$ cat src/rtl/mem_arb_pkg.sv
`timescale 1ns/1ps
`default_nettype none
// ============================================================================
// Module   : mem_arb_pkg
// Brief    : Shared types and default widths for the unified memory arbiter.
//            Arbitration mode is selected by macro ARB_RR_EN.
// Revision : 1.0 - initial release
// ============================================================================
package mem_arb_pkg;

    localparam int c_addr_w_dflt = 16;
    localparam int c_data_w_dflt = 32;

    typedef enum logic [1:0] {
        IDLE  = 2'd0,
        ISSUE = 2'd1,
        WAIT  = 2'd2,
        RESP  = 2'd3
    } arb_state_t;

    typedef enum logic {
        GNT_I = 1'b0,
        GNT_D = 1'b1
    } gnt_t;

endpackage
`default_nettype wire

$ cat src/rtl/mem_arb_grant.sv
`timescale 1ns/1ps
`default_nettype none
// ============================================================================
// Module   : mem_arb_grant
// Brief    : Combinational client selection. ARB_RR_EN defined: round-robin
//            via the grant pointer; undefined: data client has fixed priority.
// Revision : 1.0 - initial release
// ============================================================================
module mem_arb_grant
    import mem_arb_pkg::*;
(
    input  logic i_inst_req,
    input  logic i_data_req,
    input  gnt_t i_ptr,
    output gnt_t o_gnt,
    output logic o_any
);

`ifdef ARB_RR_EN
    always_comb begin
        o_any = i_inst_req | i_data_req;
        o_gnt = GNT_I;
        if (i_inst_req && i_data_req) begin
            o_gnt = i_ptr;
        end else if (i_data_req) begin
            o_gnt = GNT_D;
        end
    end
`else
    logic w_unused_ptr;
    assign w_unused_ptr = i_ptr;

    always_comb begin
        o_any = i_inst_req | i_data_req;
        o_gnt = GNT_I;
        if (i_data_req) begin
            o_gnt = GNT_D;
        end
    end
`endif

endmodule
`default_nettype wire

$ cat src/rtl/mem_arbiter.sv
`timescale 1ns/1ps
`default_nettype none
// ============================================================================
// Module   : mem_arbiter
// Brief    : Single-outstanding memory initiator shared by instruction and data
//            clients, with completion timeout. Macro ARB_RR_EN selects RR.
// Revision : 1.0 - initial release
// ============================================================================
module mem_arbiter
    import mem_arb_pkg::*;
#(
    parameter int ADDR_W  = c_addr_w_dflt,
    parameter int DATA_W  = c_data_w_dflt,
    parameter int TMO_CYC = 15
) (
    input  logic              clk,
    input  logic              rst_n,
    input  logic              i_req,
    input  logic [ADDR_W-1:0] i_addr,
    output logic [DATA_W-1:0] i_rd_data,
    output logic              i_done,
    input  logic              d_req,
    input  logic              d_we,
    input  logic [ADDR_W-1:0] d_addr,
    input  logic [DATA_W-1:0] d_wdata,
    output logic [DATA_W-1:0] d_rd_data,
    output logic              d_done,
    output logic              tmo,
    output logic              mem_re,
    output logic              mem_we,
    output logic [ADDR_W-1:0] mem_addr,
    output logic [DATA_W-1:0] mem_wdata,
    input  logic [DATA_W-1:0] mem_rd_data,
    input  logic              mem_rdy
);

    localparam int                 c_cnt_w    = $clog2(TMO_CYC + 1);
    localparam logic [c_cnt_w-1:0] c_tmo_last = c_cnt_w'(TMO_CYC - 1);

    arb_state_t         r_state, w_state;
    gnt_t               r_gnt, w_gnt;
    gnt_t               r_ptr, w_ptr;
    logic               r_we, w_we;
    logic [c_cnt_w-1:0] r_cnt, w_cnt;
    logic               r_mem_re, w_mem_re;
    logic               r_mem_we, w_mem_we;
    logic [ADDR_W-1:0]  r_mem_addr, w_mem_addr;
    logic [DATA_W-1:0]  r_mem_wdata, w_mem_wdata;
    logic [DATA_W-1:0]  r_i_rd, w_i_rd;
    logic [DATA_W-1:0]  r_d_rd, w_d_rd;
    logic               r_i_done, w_i_done;
    logic               r_d_done, w_d_done;
    logic               r_tmo, w_tmo;
    gnt_t               w_sel;
    logic               w_any;

    mem_arb_grant u_grant (
        .i_inst_req (i_req),
        .i_data_req (d_req),
        .i_ptr      (r_ptr),
        .o_gnt      (w_sel),
        .o_any      (w_any)
    );

    always_comb begin
        w_state     = r_state;
        w_gnt       = r_gnt;
        w_ptr       = r_ptr;
        w_we        = r_we;
        w_cnt       = r_cnt;
        w_mem_re    = 1'b0;
        w_mem_we    = 1'b0;
        w_mem_addr  = r_mem_addr;
        w_mem_wdata = r_mem_wdata;
        w_i_rd      = r_i_rd;
        w_d_rd      = r_d_rd;
        w_i_done    = 1'b0;
        w_d_done    = 1'b0;
        w_tmo       = 1'b0;
        case (r_state)
            IDLE: begin
                // mem_rdy low here means an op from before a reset is still draining
                if (mem_rdy && w_any) begin
                    w_gnt   = w_sel;
                    w_cnt   = '0;
                    w_state = ISSUE;
                    if (w_sel == GNT_D) begin
                        w_mem_addr  = d_addr;
                        w_mem_wdata = d_wdata;
                        w_we        = d_we;
                        w_mem_we    = d_we;
                        w_mem_re    = ~d_we;
                    end else begin
                        w_mem_addr = i_addr;
                        w_we       = 1'b0;
                        w_mem_re   = 1'b1;
                    end
                end
            end
            ISSUE: begin
                w_state = WAIT;
            end
            WAIT: begin
                w_cnt = r_cnt + 1'b1;
                if (mem_rdy || (r_cnt == c_tmo_last)) begin
                    w_state  = RESP;
                    w_tmo    = ~mem_rdy;
                    w_i_done = (r_gnt == GNT_I);
                    w_d_done = (r_gnt == GNT_D);
                    if (mem_rdy && !r_we) begin
                        if (r_gnt == GNT_D) begin
                            w_d_rd = mem_rd_data;
                        end else begin
                            w_i_rd = mem_rd_data;
                        end
                    end
                end
            end
            RESP: begin
                w_state = IDLE;
                w_ptr   = (r_gnt == GNT_I) ? GNT_D : GNT_I;
            end
            default: begin
                w_state = IDLE;
            end
        endcase
    end

    always_ff @(posedge clk) begin
        if (!rst_n) begin
            r_state     <= IDLE;
            r_gnt       <= GNT_I;
            r_ptr       <= GNT_I;
            r_we        <= 1'b0;
            r_cnt       <= '0;
            r_mem_re    <= 1'b0;
            r_mem_we    <= 1'b0;
            r_mem_addr  <= '0;
            r_mem_wdata <= '0;
            r_i_rd      <= '0;
            r_d_rd      <= '0;
            r_i_done    <= 1'b0;
            r_d_done    <= 1'b0;
            r_tmo       <= 1'b0;
        end else begin
            r_state     <= w_state;
            r_gnt       <= w_gnt;
            r_ptr       <= w_ptr;
            r_we        <= w_we;
            r_cnt       <= w_cnt;
            r_mem_re    <= w_mem_re;
            r_mem_we    <= w_mem_we;
            r_mem_addr  <= w_mem_addr;
            r_mem_wdata <= w_mem_wdata;
            r_i_rd      <= w_i_rd;
            r_d_rd      <= w_d_rd;
            r_i_done    <= w_i_done;
            r_d_done    <= w_d_done;
            r_tmo       <= w_tmo;
        end
    end

    assign mem_re    = r_mem_re;
    assign mem_we    = r_mem_we;
    assign mem_addr  = r_mem_addr;
    assign mem_wdata = r_mem_wdata;
    assign i_rd_data = r_i_rd;
    assign d_rd_data = r_d_rd;
    assign i_done    = r_i_done;
    assign d_done    = r_d_done;
    assign tmo       = r_tmo;

endmodule
`default_nettype wire

$ cat config.mk
export PLATFORM = sky130hd
export DESIGN_NAME = mem_arbiter
export DESIGN_NICKNAME = d
export VERILOG_FILES = /design/src/rtl/mem_arb_pkg.sv /design/src/rtl/mem_arb_grant.sv /design/src/rtl/mem_arbiter.sv
export SDC_FILE = /design/constraint.sdc
export NUM_CORES = 1
export LEC_CHECK = 0
export ABC_AREA = 1
export CORE_MARGIN = 3
export CORE_UTILIZATION = 40
export CTS_BUF_LIST = sky130_fd_sc_hd__clkbuf_2 sky130_fd_sc_hd__clkbuf_4 sky130_fd_sc_hd__clkbuf_8
export CTS_CLUSTER_DIAMETER = 40
export DETAILED_ROUTE_END_ITERATION = 6
export GPL_TIMING_DRIVEN = 0
export PLACE_DENSITY = 0.82
export SYNTH_ARGS = -nofsm -noshare
export SYNTH_HDL_FRONTEND = slang
export SYNTH_SLANG_ARGS = --single-unit
$ cat constraint.sdc
create_clock -name clk -period 2.6 [get_ports clk]
set_input_delay 0.26 -clock clk [delete_from_list [all_inputs] [get_ports clk]]
set_output_delay 0.26 -clock clk [all_outputs]
set_load 0.01 [all_outputs]
---- After elaboration in Yosys (flattened, before gate mapping) ----
Index checks and enable logic that the tools add are counted.
storage, ports and cells
  bits of input ports ..................... 102
  word-level logic and storage cells ...... 47
  bits in registers ....................... 125
  output and inout port bits .............. 117
cells by class
  muxes and demuxes ....................... 9
  add/sub/neg operators ................... 1
  equality and inequality tests ........... 6
  reduce and logical (&&, ||, !) cells .... 14
  bitwise operators ....................... 4
operators by type and width
  kind                 number
  $mux 16              1
  $reduce_and 3->1     3
  $pmux 2 s4           1
  $pmux 4 s2           1
  $reduce_and 4->1     2
  $reduce_and 2->1     3
  $add 4x1->4 const B  1
  $eq 2x2->1 const B   2
  $eq 4x4->1 const B   1
  $mux 2               2
  $mux 4               1
  $ne 2x2->1 const B   2
  $mux 1               3
  $not 1->1            3
  $eq 2x1->1 const B   1
  $logic_and 1x1->1    2
  $logic_not 2->1      1
  $reduce_bool 2->1    1
  $logic_not 1->1      1
  $logic_or 1x1->1     1
  $or 1x1->1           1

---- Longest topological paths before layout ----
  word-level depth ........................ 4
  depth in mapped cells ................... 9
  depth with buffers taken out ............ 9

---- By module ----
A second synthesis with hierarchy kept.
second synthesis, totals
  cell total of the unflattened synthesis .. 576
  area, all modules ....................... 4611.9 um2
by module, submodules not included
  module         cells an instance  times used  area each (um2)  sequential area each (um2)
  mem_arbiter    572                1           4593.2           2522.4
  mem_arb_grant  4                  1           18.8             0.0

---- Worst setup path after synthesis ----
No wires, ideal clock.
  kind .................................... flip-flop to flip-flop
  start ................................... register r_state[0]
  end ..................................... register r_d_rd[11] (netlist: d_rd_data[11])
  arrival time ............................ 1.248 ns
  path buffers ............................ 1
  library setup time ...................... 0.120 ns
  stages on the path, launching flop included .. 7
  clock period less this slack ............ 1.368 ns
  required time ........................... 2.480 ns
  setup slack ............................. 1.232 ns
  cells stage by stage .................... dfxtp_1 > inv_1 > ha_1 > nand3_4 > nor2_8 > buf_4 > a21oi_1
between the ends
  cells in the longest elaborated chain, start to end .. 2
ends and longest elaborated chain
  element                            line                text
  from (decl)                        mem_arbiter.sv:40   arb_state_t r_state, w_state;
  from (signal assigned)             mem_arbiter.sv:146  r_state <= w_state;
  $eq 2x2->1                         mem_arbiter.sv:80   case (r_state)
  $reduce_and 4->1 (no source line)  -
  to (signal assigned)               mem_arbiter.sv:156  r_d_rd <= w_d_rd;
  to (decl)                          mem_arbiter.sv:50   logic [DATA_W-1:0] r_d_rd, w_d_rd;
No other way between the ends.
A chain may end at the register's enable or synchronous reset.

---- Worst setup path in the final report ----
  start ................................... register r_state[0]
  end ..................................... register r_mem_wdata[27] (netlist: mem_wdata[27])
between the ends
  cells in the longest elaborated chain, start to end .. 2
ends and longest elaborated chain
  element                            line                text
  $logic_not 2->1                    mem_arbiter.sv:80
  $reduce_and 3->1 (no source line)  -
  to (signal assigned)               mem_arbiter.sv:154  r_mem_wdata <= w_mem_wdata;
  to (decl)                          mem_arbiter.sv:48   logic [DATA_W-1:0] r_mem_wdata, w_mem_wdata;
No other way between the ends.

==> metrics.txt <==
Max Clk Rate approximately 610 MHz; Post-Syn Area around 0.0048 sq mm; Worst Hold Class input port to flip-flop; status complete, no violations; crit path capture type flip-flop; final wirelength 14700 microns; Synthesis Warnings 0; drt first pass iters 4; RSZ-0062 raised after global routing no; CP startpoint kind flip-flop; clock transition at the registers of the reported paths about 0.070 ns; Inserted Clock Buffers 17; final hold violation count 0; syn_nets ~640; Cells after Synth 531; first-pass GRT wire length approximately 23000 microns; vias in the first global route between 4000 and 5000; CTS root buf clkbuf_8; Worst-Margin Slew roughly 0.44 ns; # setup viols final 0; area occupied by multi-input gates approximately 0.0018 sq mm; post-CTS resize count 0; Crit path required time 2.89 ns; initial antenna violation count 0; H-tree depth 4; die height approximately 120 microns; Max clock buf depth 2; non-filler cells, final 924; DR iter-0 viols ~160; worst skew pair latency 0.42 ns; DRT antenna net count 0; die area around 0.013 sq mm; top cell type's share of synthesized area 51.8%; post-synthesis async set-or-reset flop share 0%; Final Cycle Share between 60 and 70%; synth unique cells 21; worst r2r path cells 6; prevailing post-synth register cell dfxtp_1; IO buf count about 220; CP startpoint r_state[0]; # rows 39; Vias 4585; # nets final 874; area leader, netlist dfxtp_1; DRC 0; setup bufs post-CTS 0; number of synthesized flops with an enable pin 0; CTS tree yes; Seq cells post-synth approximately 130; dpl hpwl 11000 microns; Overflow after GRT 0; Total GRT Usage a little over a fifth; Final GP Congestion approximately 0.83; worst-path fanout max 10; clock skew between 0.01 and 0.015 ns; Crit Reg-Reg Endpoint mem_wdata[27]; Pwr Density 623 mW/mm^2; max-cap violations 0; CP arrival approximately 1.9 ns; crit path to mem_wdata[27]; Post-Syn Area per Cell between 9 and 10 sq um; cell with the most instances after synthesis dfxtp_1; placed cell count a little under 900; cts hold-fix bufs 0; Crit Path Class flip-flop to flip-flop; clk sink count 125; routed vias/inst roughly 5.0; fillers roughly 930; Commonest cells post-synth dfxtp_1, inv_1, o21ai_0, o21ai_1, a21oi_2; WL/cell 15.9 microns; R2R Setup Slk between 0.9 and 1 ns; area growth from synthesis to layout 57.0%; largest net degree at the start of global routing 17; number of diodes 0; setup TNS 0 ns; leakage power 2.95 nW; fin util around two thirds; Area contributors post-synth dfxtp_1, a21oi_2, o21ai_0; maximum vdd drop 0.000281 V; core area roughly 0.012 sq mm; worst rel slew slack a little over two thirds; layout cells sized above 1 approximately 15%; FF-to-FF Start r_state[0]; Final Max Tran Viols 0; post-synthesis sequential area ratio 51.8%; DIE WIDTH between 100 and 150 microns; register area between 0.002 and 0.003 sq mm; Starting Density roughly two fifths; post-route minimum period 1.65 ns; Ports between 200 and 250
sequential cells by signal (all words and copies together) (netlist names):
| signal | count |
|---|---|
| d_done | 1 |
| d_rd_data | 32 |
| i_done | 1 |
| i_rd_data | 32 |
| mem_addr | 16 |
| mem_re | 1 |
| mem_wdata | 32 |
| mem_we | 1 |
| r_cnt | 4 |
| r_gnt | 1 |
| r_state | 2 |
| r_we | 1 |
| tmo | 1 |
layout make-up:
class / count / area share, %
Multi-Input combinational cell: 295 / 23.9
Buffer: 37 / 3.15
Inverter: 74 / 3.66
Tap cell: 143 / 2.36
Timing Repair Buffer: 218 / 28.8
Clock buffer: 18 / 3.26
Clock inverter: 14 / 1.93
Sequential cell: 125 / 33.0
how the worst min path moves through the flow:
stage	from	end	cells past startpoint
finish	mem_rd_data[31]	i_rd_data[31]	3
global route	mem_rd_data[11]	i_rd_data[11]	3
CTS	mem_rd_data[31]	i_rd_data[31]	3
detailed placement	mem_wdata[14]	mem_wdata[14]	2
global placement	mem_wdata[29]	mem_wdata[29]	2
floorplan	mem_rdy	tmo	1
cell usage in the layout (no fill, tap or decap):
cell,count
o21ai_0,57
clkbuf_1,8
bufinv_16,2
clkinv_4,3
clkbuf_8,18
clkdlybuf4s50_1,218
nor2_8,2
o21ai_1,57
nand3_1,27
buf_4,8
inv_2,1
nand4_1,2
clkinv_2,3
dfxtp_1,125
ha_1,4
buf_2,14
xor2_1,1
mux2i_1,16
nor2_1,5
inv_1,73
buf_6,7
o21ai_2,1
nand2_1,20
nand3_4,2
clkinvlp_4,6
a21oi_1,49
a21oi_2,52
kinds of logic (layout without fill, tap and decap cells):
group,count (synthesis),after routing,share of synthesized area (%)
buf+inv,111,361,10.7
simple gates,58,58,6.55
flops,125,125,51.8
mux,16,16,3.31
compound gates,216,216,26.5
fa+ha+maj,4,4,1.04
xor+xnor,1,1,0.181
stage by stage:
step / cell area (sq um) / power (mW) / hold WS (ns) / setup WS (ns)
after floorplan: 4830 / 2.58 / 0.332 / 1.23
after global placement: 7200 / 3.07 / 0.431 / 0.681
after detailed placement: 7200 / 3.10 / 0.438 / 0.634
after CTS: 7590 / 4.78 / 0.370 / 0.942
after global routing: 7590 / 4.96 / 0.386 / 0.822
final: 7590 / 4.73 / 0.401 / 0.947
report_power, final:
group / switching [mW] / internal (mW)
Clock: 0.798 / 0.874
Combinational: 0.434 / 0.491
Sequential: 0.0782 / 2.06
Total: 1.31 / 3.42
layer usage:
layer | global-route usage [%] | up-vias | share of wire, %
li1 | - | 2253 | -
met1 | 23.9 | 2140 | 39
met5 | 0 | - | 0
met2 | 37.6 | 178 | 50
met3 | 9.56 | 14 | 9.4
met4 | 8.04 | 0 | 1.3
worst max-delay path, stage by stage (launching register included):
cell and delay, ns:
dfxtp_1 0.33, inv_1 0.06, ha_1 0.27, nand3_1 0.13
buf_2 0.20, clkbuf_1 0.38, a21oi_1 0.14
(Power assumes the default switching activity.)
==> RTL change: new RTL, same settings <==
The 4 states of `arb_state_t` get a one-hot encoding in 4 bits.
--- a/src/rtl/mem_arb_pkg.sv
+++ b/src/rtl/mem_arb_pkg.sv
@@ -12,9 +12,9 @@
     localparam int c_data_w_dflt = 32;
 
-    typedef enum logic [1:0] {
-        IDLE  = 2'd0,
-        ISSUE = 2'd1,
-        WAIT  = 2'd2,
-        RESP  = 2'd3
+    typedef enum logic [3:0] {
+        IDLE  = 4'b0001,
+        ISSUE = 4'b0010,
+        WAIT  = 4'b0100,
+        RESP  = 4'b1000
     } arb_state_t;
 
Function: no difference found for any inputs over 4 cycles, from zero or initial values and one cycle with rst_n low; so few cycles prove little.
==> RTL change against the original RTL <==
  * Routed wire length up 14%
  * Sequential cell count up 2
  * Area after synthesis up 11%
  * Setup slack worse by 0.0011 ns
  * Cell area up 7.6%
  * Final cell count up 21%
  * Power down 5.2%
  * Utilization down 1.9 points
  * Critical path type is now reg -> out
  * Largest cell class unchanged
  * Largest power group unchanged
==> RTL change: results (changes against the original RTL) <==
First-pass GRT wire length: 26070 um (was 23290 um)
RD Place Congestion: 0.9146 (was 0.8256)
Yosys warning count: 0 (unchanged)
Top_reg_cell synth: dfxtp_1 (unchanged)
Worst Path Arrival: 1.39 ns (was 1.94 ns)
Clk slew on worst S/H paths: 0.07 ns (about the same)
Vias in the first global route: 5380 (was 4737)
Worst IR Drop VDD: 519.7 uV (was 281.4 uV)
Worst R2R Path Depth: 6 (unchanged)
R2R setup slack: 1.14 ns (was 0.95 ns)
Die footprint: 14880 um2 (was 13440 um2)
H-tree depth: 4 (unchanged)
Max frequency: 604.7 MHz (was 605.1 MHz)
Largest net degree at the start of global routing: 17 (unchanged)
Clk Latency, worst-skew pair: 0.44 ns (was 0.42 ns)
RR Startpoint: r_gnt$_SDFFE_PN0P_ (was r_state[0]$_SDFFE_PN0P_)
Post-synth top cells: nand2_1 (144), nor2_1 (132), dfxtp_1 (127), nand4_1 (97), inv_1 (43) (was dfxtp_1 (125), inv_1 (73), o21ai_0 (57), o21ai_1 (57), a21oi_2 (52))
Max incr delay on CP: 0.57 ns (was 0.38 ns)
Number of buffers added on ports: 216 (was 218)
Layout Nets: 1039 (was 874)
DRT iter0 DRCs: 393 (was 156)
Pre-CTS setup slack: 0.7762 ns (was 0.6338 ns)
Cell family with most CP delay: buffers and inverters (unchanged)
Detailed Routing Iterations Pass 1: 5 (was 4)
N_diodes: 0 (unchanged)
Synth Net Count: 804 (was 637)
Sequential area share after synthesis: 47.26% (was 51.76%)
Crit-path max FO: 2 (was 10)
GRT Overall Usage: 22.39% (was 21.87%)
Slowest CP cell: clkdlybuf4s50_1 (was clkbuf_1)
Maximum clock path buffer count: 2 (unchanged)
Vias/cell: 5.002 (was 4.962)
Initial antenna violation count: 0 (unchanged)
Yosys cell types: 26 (was 21)
Cell leakage power: 3.317 nW (was 2.946 nW)
CTS resizes: 0 (unchanged)
Crit. End Element: primary output (was register)
Cts bufs inserted: 17 (unchanged)
Ranking of synthesized cells by area: dfxtp_1 (47%), nand4_1 (11%), nand2_1 (10%) (was dfxtp_1 (52%), a21oi_2 (9.4%), o21ai_0 (5.9%))
Worst Clk Skew: 0.007834 ns (was 0.01081 ns)
Min-delay worst type: in -> reg (unchanged)
Setup crit end: mem_addr[11] (was mem_wdata[27]$_SDFFE_PN0P_)
Fillers: 1122 (was 934)
Slew @ Worst Pin: 0.5443 ns (was 0.4428 ns)
DPL Wire Length: 12510 um (was 11050 um)
Setup repair bufs after CTS: 0 (unchanged)
Setup CP Type: reg -> out (was reg -> reg)
Wire per inst: 14.99 um (was 15.89 um)
Status: finished, final reports clean (unchanged)
Layout cells sized above 1: 10.98% (was 15.24%)
CP Launch Point: mem_addr[11]$_SDFFE_PN0P_ (was r_state[0]$_SDFFE_PN0P_)
Reg2reg end: i_rd_data[24]$_SDFFE_PN0P_ (was mem_wdata[27]$_SDFFE_PN0P_)
Ys async rst share: 0% (unchanged)
-- RTL change: area by class of cell --
type	count	area [um2]	share of cell area (%)
multi-input cells	470	2330	28.52
clock inverters	5	77.57	0.9498
flip-flops and latches	127	2542	31.13
well taps	172	215.2	2.635
plain buffers	58	339.1	4.151
inverters	45	168.9	2.068
clock buffers	26	332.8	4.075
repair buffers	216	2162	26.47
-- RTL change: worst min-delay path by stage --
| stage | startpoint | endpoint | slack, ns | cells past startpoint |
|---|---|---|---|---|
| finish | d_req | mem_addr[0]$_SDFFE_PN0P_ | 0.25 | 4 |
| CTS | d_req | mem_addr[0]$_SDFFE_PN0P_ | 0.22 | 4 |
| global route | d_req | mem_addr[4]$_SDFFE_PN0P_ | 0.24 | 4 |
| detailed placement | mem_wdata[3]$_SDFFE_PN0P_ | mem_wdata[3]$_SDFFE_PN0P_ | 0.46 | 2 |
| floorplan | mem_rdy | tmo$_SDFF_PN0_ | 0.33 | 1 |
| global placement | mem_wdata[7]$_SDFFE_PN0P_ | mem_wdata[7]$_SDFFE_PN0P_ | 0.45 | 2 |
-- RTL change: kinds of logic after synthesis --
family	after synthesis	share of synthesized area [%]
flip-flops	127	47.26
adder cells (fa/ha/maj)	2	0.4650
AO/OA/AOI/OAI	40	3.791
XOR/XNOR	1	0.1628
AND/OR/NAND/NOR	411	35.53
multiplexers	16	3.349
buffers and inverters	103	9.442
-- RTL change: per-stage QoR --
step                      instance area, um2  utilization (%)  std cells  hold slack (ns)
after detailed placement                7757            60.25       1088           0.4567
final                                   8168            63.43       1119           0.2468
after global placement                  7757            60.25       1088           0.4479
after CTS                               8168            63.43       1119           0.2227
after global routing                    8168            63.43       1119           0.2412
after floorplan                         5380                -        700           0.3324
-- RTL change: power by group --
part	switching (mW)	leakage [nW]	internal [mW]	total [mW]
registers	0.0332	1.03	2.01	2.04
clock network	0.745	0.213	1.01	1.76
logic	0.347	2.08	0.339	0.687
total	1.13	3.32	3.36	4.49
-- RTL change: layer usage --
layer  global-route usage [%]  wire length [um]
met5                        0                 0
met4                    7.213               251
met3                    9.146              1663
met2                    38.23              7954
met1                    25.51              6908
